<file path="src/rtl/pll_phase_ctrl.sv">
// Lock-qualified reset release and dynamic phase-shift sequencer for the ECP5 EHXPLLL.
// Drives PHASESEL/PHASEDIR/PHASESTEP/PHASELOADREG from a valid/ready request port.
module pll_phase_ctrl #(
    parameter int LOCK_CYCLES = 1024,
    parameter int SETUP_W     = 2,
    parameter int PULSE_W     = 4,
    parameter int GAP_W       = 4,
    parameter int CNT_W       = 8
) (
    input  logic             clk25,
    input  logic             resetn,
    input  logic             pll_locked,
    input  logic             req_valid,
    output logic             req_ready,
    input  logic [1:0]       req_sel,
    input  logic             req_dir,
    input  logic [CNT_W-1:0] req_steps,
    output logic             busy,
    output logic             done,
    output logic             err,
    output logic [1:0]       phasesel,
    output logic             phasedir,
    output logic             phasestep,
    output logic             phaseloadreg,
    output logic             sys_rst_n
);

    localparam int LCW  = $clog2(LOCK_CYCLES + 1);
    localparam int TMAX = (SETUP_W > PULSE_W) ? ((SETUP_W > GAP_W) ? SETUP_W : GAP_W)
                                              : ((PULSE_W > GAP_W) ? PULSE_W : GAP_W);
    localparam int TW   = $clog2(TMAX + 1);

    typedef enum logic [2:0] {
        WAIT_LOCK, IDLE, SETUP, STEP_LO, STEP_HI, LOAD_LO, LOAD_HI, DONE
    } state_t;

    state_t           state, state_n;
    logic             lock_s1, lock_s2;
    logic [LCW-1:0]   lock_cnt, lock_cnt_n;
    logic [TW-1:0]    tcnt, tcnt_n;
    logic [CNT_W-1:0] rem, rem_n;
    logic             req_ready_n, busy_n, done_n, err_n;
    logic [1:0]       phasesel_n;
    logic             phasedir_n, phasestep_n, phaseloadreg_n, sys_rst_n_n;

    always_ff @(posedge clk25) begin
        if (!resetn) begin
            state        <= WAIT_LOCK;
            lock_s1      <= 1'b0;
            lock_s2      <= 1'b0;
            lock_cnt     <= '0;
            tcnt         <= '0;
            rem          <= '0;
            req_ready    <= 1'b0;
            busy         <= 1'b0;
            done         <= 1'b0;
            err          <= 1'b0;
            phasesel     <= 2'b00;
            phasedir     <= 1'b0;
            phasestep    <= 1'b1;
            phaseloadreg <= 1'b1;
            sys_rst_n    <= 1'b0;
        end else begin
            state        <= state_n;
            lock_s1      <= pll_locked;
            lock_s2      <= lock_s1;
            lock_cnt     <= lock_cnt_n;
            tcnt         <= tcnt_n;
            rem          <= rem_n;
            req_ready    <= req_ready_n;
            busy         <= busy_n;
            done         <= done_n;
            err          <= err_n;
            phasesel     <= phasesel_n;
            phasedir     <= phasedir_n;
            phasestep    <= phasestep_n;
            phaseloadreg <= phaseloadreg_n;
            sys_rst_n    <= sys_rst_n_n;
        end
    end

    always_comb begin
        state_n        = state;
        lock_cnt_n     = lock_cnt;
        tcnt_n         = tcnt;
        rem_n          = rem;
        req_ready_n    = req_ready;
        busy_n         = busy;
        done_n         = 1'b0;
        err_n          = 1'b0;
        phasesel_n     = phasesel;
        phasedir_n     = phasedir;
        phasestep_n    = phasestep;
        phaseloadreg_n = phaseloadreg;
        sys_rst_n_n    = sys_rst_n;

        unique case (state)
            WAIT_LOCK: begin
                if (lock_s2) begin
                    lock_cnt_n = lock_cnt + 1'b1;
                    if (lock_cnt == LCW'(LOCK_CYCLES - 1)) begin
                        state_n     = IDLE;
                        sys_rst_n_n = 1'b1;
                        req_ready_n = 1'b1;
                    end
                end else begin
                    lock_cnt_n = '0;
                end
            end
            IDLE: begin
                if (req_valid && req_ready) begin
                    phasesel_n  = req_sel;
                    phasedir_n  = req_dir;
                    rem_n       = req_steps;
                    busy_n      = 1'b1;
                    req_ready_n = 1'b0;
                    tcnt_n      = '0;
                    state_n     = SETUP;
                end
            end
            SETUP: begin
                if (tcnt == TW'(SETUP_W - 1)) begin
                    tcnt_n = '0;
                    if (rem != '0) begin
                        state_n     = STEP_LO;
                        phasestep_n = 1'b0;
                    end else begin
                        state_n        = LOAD_LO;
                        phaseloadreg_n = 1'b0;
                    end
                end else begin
                    tcnt_n = tcnt + 1'b1;
                end
            end
            STEP_LO: begin
                if (tcnt == TW'(PULSE_W - 1)) begin
                    tcnt_n      = '0;
                    phasestep_n = 1'b1;
                    state_n     = STEP_HI;
                end else begin
                    tcnt_n = tcnt + 1'b1;
                end
            end
            // The step counter is decremented as each gap ends, so the exit test uses the pre-decrement value
            STEP_HI: begin
                if (tcnt == TW'(GAP_W - 1)) begin
                    tcnt_n = '0;
                    rem_n  = rem - 1'b1;
                    if (rem != CNT_W'(1)) begin
                        state_n     = STEP_LO;
                        phasestep_n = 1'b0;
                    end else begin
                        state_n        = LOAD_LO;
                        phaseloadreg_n = 1'b0;
                    end
                end else begin
                    tcnt_n = tcnt + 1'b1;
                end
            end
            LOAD_LO: begin
                if (tcnt == TW'(PULSE_W - 1)) begin
                    tcnt_n         = '0;
                    phaseloadreg_n = 1'b1;
                    state_n        = LOAD_HI;
                end else begin
                    tcnt_n = tcnt + 1'b1;
                end
            end
            LOAD_HI: begin
                if (tcnt == TW'(GAP_W - 1)) begin
                    tcnt_n  = '0;
                    done_n  = 1'b1;
                    state_n = DONE;
                end else begin
                    tcnt_n = tcnt + 1'b1;
                end
            end
            DONE: begin
                busy_n      = 1'b0;
                req_ready_n = 1'b1;
                state_n     = IDLE;
            end
            default: state_n = WAIT_LOCK;
        endcase

        // Lock loss overrides everything, including a handshake in the same cycle
        if (state != WAIT_LOCK && !lock_s2) begin
            state_n        = WAIT_LOCK;
            lock_cnt_n     = '0;
            tcnt_n         = '0;
            sys_rst_n_n    = 1'b0;
            phasestep_n    = 1'b1;
            phaseloadreg_n = 1'b1;
            busy_n         = 1'b0;
            req_ready_n    = 1'b0;
            done_n         = 1'b0;
            err_n          = (state != IDLE);
        end
    end

endmodule

</file>
<file path="config.mk">
export PLATFORM = sky130hd
export DESIGN_NAME = pll_phase_ctrl
export DESIGN_NICKNAME = d
export VERILOG_FILES = /design/src/rtl/pll_phase_ctrl.sv
export SDC_FILE = /design/constraint.sdc
export NUM_CORES = 1
export LEC_CHECK = 0
export ABC_AREA = 1
export ABC_CLOCK_PERIOD_IN_PS = 1700
export CAP_MARGIN = 20
export CORE_MARGIN = 3
export CORE_UTILIZATION = 57
export CTS_BUF_LIST = sky130_fd_sc_hd__clkbuf_4
export CTS_CLUSTER_SIZE = 12
export DETAILED_ROUTE_END_ITERATION = 8
export PLACE_DENSITY_LB_ADDON = 0.05
export SLEW_MARGIN = 20
export SYNTH_ARGS = -nofsm -noshare
export SYNTH_HDL_FRONTEND = slang
export SYNTH_SLANG_ARGS = --single-unit
</file>
<file path="constraint.sdc">
create_clock -name clk25 -period 1.7 [get_ports clk25]
set_input_delay 0.34 -clock clk25 [delete_from_list [all_inputs] [get_ports clk25]]
set_output_delay 0.34 -clock clk25 [all_outputs]
set_load 0.02 [all_outputs]
</file>
==> impl_metrics.csv <==
group,metric,value,unit
detailed_routing,drc,0,
power_and_ir_drop,switching_share,34.7,%
hold_path,hold_path_startpoint,"lock_s1$_SDFF_PN0_",
grt,grt_max_degree,12,
cts,htree_levels,2,
detailed_routing,ant_nets,0,
synth,synth-main-ff-cell,"dfxtp_1",
synth,synth-seq-cells,37,
cts,cts_sinks,37,
cts,root_buffer,"clkbuf_4",
worst_setup_path,cp_top_family,"buffers and inverters",
power_and_ir_drop,p_seq_share,48.0,%
worst_setup_path,arrival,1290,ps
run_status,status,"complete, no violations",
power_and_ir_drop,clkPwrFrac,21.0,%
detailed_routing,avgRoutedWirePerCell,10.8,um
power_and_ir_drop,worst_ir_drop_vdd,494,uV
synth,syn_inst,313,
synth,synth-simple-area-share,35.2,%
detailed_routing,viasPerCell,5.01,
worst_setup_path,cp-start-kind,"register",
detailed_routing,drt_iter0_drc,111,
cts,cts_buffer_depth,2,
synth,synth_compound_area_share,14.3,%
power_and_ir_drop,finalPower,2.05,mW
hold_path,hold_path_class,"reg -> reg",
synth,synth-warning-count,0,
cts,worst_skew_pair.late_latency,340,ps
power_and_ir_drop,power.leakage,1.12,nW
final_layout,final_util,71.8,%
synth,yosys.cell_types.count,27,
floorplanning,die_w,66.1,um
worst_setup_path,crit_start,"phasestep$_SDFFE_PP1P_",
worst_setup_path,rr_startpoint,"tcnt[1]$_SDFFE_PP0P_",
grt,grt_pass1_vias,1718,
synth,ys_seq_area_share,36.0,%
sta,min_period,1630,ps
worst_setup_path,crit_path_max_fanout,2,
placed_design,dpl.hpwl,3350,um
grt,grt-ovfl-total,0,
synth,synthesis.nets,336,
final_layout,nets,373,
worst_setup_path,worst_setup_path_end_kind,"output pin",
cts,cts_tree,"yes",
job,drv_cap,0,
detailed_routing,drt-total-wl,4270,um
synth,synthAdderAreaFrac,4.86,%
worst_setup_path,path_cells,"clkdlybuf4s50_1",
grt,grt_pass1_wl,7350,um
power_and_ir_drop,p_switching,713,uW
sta,slew_headroom,79.4,%
worst_setup_path,crit_type,"reg -> out",
final_layout,layout-drive-gt1-share,10.8,%
floorplanning,dieArea,4370,um^2
floorplanning,die_h,66.1,um
detailed_routing,dr.pass1.iters,4,
sta,tightest_slew,307,ps
cts,clk_pin_slew_worst_paths,110,ps
sta,setup_viol,0,
detailed_routing,vias,1987,
worst_setup_path,cpMaxStageDelayCell,"clkdlybuf4s50_1",
placed_design,dpl_cell_area,2390,um^2
synth,synth_xor_area_share,0,%
grt,grt_antenna_before_repair,0,
sta,finalCritPeriodShare,95.8,%
synth,yosys-mux-area-fraction,0,%
final_layout,design_area,2450,um^2
worst_setup_path,cp_slowest_stage_delay,600,ps
sta,hold_viol,0,
final_layout,areaGrowthSynthToFinish,19.1,%
synth,synth_edf_count,0,
grt,grt_usage,21.6,%
power_and_ir_drop,comb_power_share,30.9,%
sta,fin_skew,5.30,ps
power_and_ir_drop,p_int,1.34,mW
floorplanning,num_rows,21,
final_layout,nFillCells,309,
floorplanning,ioPinCount,25,
sta,setup_tns,0,ps
floorplanning,start_util,60.3,%
cts,tritoncts.num_buffers,5,
sta,max_freq,614,MHz
floorplanning,core-area,3420,um^2
synth,avgSynthCellArea,6.58,um^2
final_layout,n_antenna_cell,0,
power_and_ir_drop,cellPowerDensity,837,nW/um^2
worst_setup_path,critPathBufInv,1,
placed_design,gp_congestion,0.857,
worst_setup_path,worstPathRequired,1360,ps
cts,cts_setup_buffers,0,
synth,synth_top_family_by_area,"simple AND/OR/NAND/NOR gates",
sta,slew_violations,0,
placed_design,port_buffers,24,
sta,rsz0062_at_grt,"false",
synth,netlist_area,2060,um^2
synth,synthArstFlopShare,0,%
-- layout make-up --
cell class	count	area [um^2]	area share, %
repair buffers	34	319	13.0
inverters	42	160	6.53
flip-flops and latches	37	742	30.3
well taps	46	57.6	2.35
multi-input cells	230	1120	45.8
clock inverters	3	12.5	0.510
clock buffers	5	37.5	1.53
-- worst register-to-register path: cells and delay by family (launching register included) --
| kind | cells | cell delay [ps] |
|---|---|---|
| compound gates | 2 | 410 |
| flops | 1 | 370 |
| fa+ha+maj | 2 | 370 |
| buf+inv | 2 | 160 |
| simple gates | 2 | 150 |
-- sequential cells by signal, summed over array words and instances, names as in the netlist --
signal / cells
phasesel: 2
lock_s1: 1
req_ready: 1
err: 1
state: 3
done: 1
phasestep: 1
tcnt: 3
phasedir: 1
lock_s2: 1
sys_rst_n: 1
busy: 1
phaseloadreg: 1
rem: 8
lock_cnt: 11
-- power by group through the flow --
| stage | Combinational [mW] | Clock [mW] | Sequential (mW) |
|---|---|---|---|
| global placement | 0.632 | 0 | 1.00 |
| floorplan | 0.388 | 0 | 1.04 |
| global route | 0.716 | 0.498 | 0.994 |
| detailed placement | 0.636 | 0 | 1.00 |
| finish | 0.635 | 0.432 | 0.986 |
| CTS | 0.637 | 0.453 | 0.983 |
-- cell usage in the layout, fill, tap and decap left out, types with 2 or more instances in the layout --
cell,count
clkinv_1,2
ha_1,8
nand2_1,78
nor2_2,6
nand4_1,2
dfxtp_1,36
buf_4,10
nand2_2,4
clkdlybuf4s50_1,21
nand3_1,19
dlymetal6s2s_1,2
nor2_1,49
o21ai_0,26
nor4_1,2
inv_1,37
nor3_1,5
inv_2,4
clkbuf_4,5
a21oi_1,21
-- kinds of logic (layout without fill, tap and decap cells) --
| kind of cell | count (synthesis) | in the layout |
|---|---|---|
| fa+ha+maj | 8 | 8 |
| compound gates | 54 | 54 |
| simple gates | 168 | 168 |
| flops | 37 | 37 |
| buf+inv | 46 | 84 |
-- Yosys cell counts (2+ instances only) --
| cell | instances | area, um^2 |
|---|---|---|
| a21oi_1 | 21 | 105 |
| buf_6 | 3 | 33.8 |
| dfxtp_1 | 37 | 741 |
| ha_1 | 8 | 100 |
| inv_1 | 38 | 143 |
| inv_2 | 3 | 11.3 |
| nand2_1 | 78 | 293 |
| nand2_2 | 4 | 25.0 |
| nand3_1 | 19 | 95.1 |
| nand4_1 | 2 | 12.5 |
| nor2_1 | 50 | 188 |
| nor2_2 | 5 | 31.3 |
| nor3_1 | 5 | 25.0 |
| nor4_1 | 2 | 12.5 |
| o21ai_0 | 26 | 130 |
-- metrics by stage --
stage | hold slack [ps] | instances | setup slack [ps]
after floorplan | 390 | 313 | 296
after global placement | 395 | 389 | 116
after detailed placement | 416 | 389 | 66.0
after CTS | 435 | 397 | 43.3
after global routing | 449 | 397 | 7.36
final | 431 | 397 | 72.0
-- final timing paths --
check | endpoint | slack [ps] | cells past startpoint
worst min register to register | lock_s2$_SDFF_PN0_ | 430 | 2
worst min-delay path | lock_s2$_SDFF_PN0_ | 430 | 2
worst max-delay path | phasestep | 70 | 1
worst max register to register | rem[5]$_SDFFE_PN0P_ | 190 | 8
-- per-layer routing --
layer  track usage [%]  vias up  wire [um]
li1                  -     1072          -
met1              27.6      872       2010
met2              35.2       37       2020
met3              5.27        6        180
met4              7.87        0         55
met5                 0        -          0
-- repair_timing --
| item | CTS | global route |
|---|---|---|
| endpoints found under the hold margin | 0 | 0 |
| endpoints found under the setup margin | 1 | 8 |
| cloned | 0 | 0 |
| resized for setup | 1 | 5 |
| hold buffers | 0 | 0 |
Note: power is estimated with default switching activity, not from simulation.
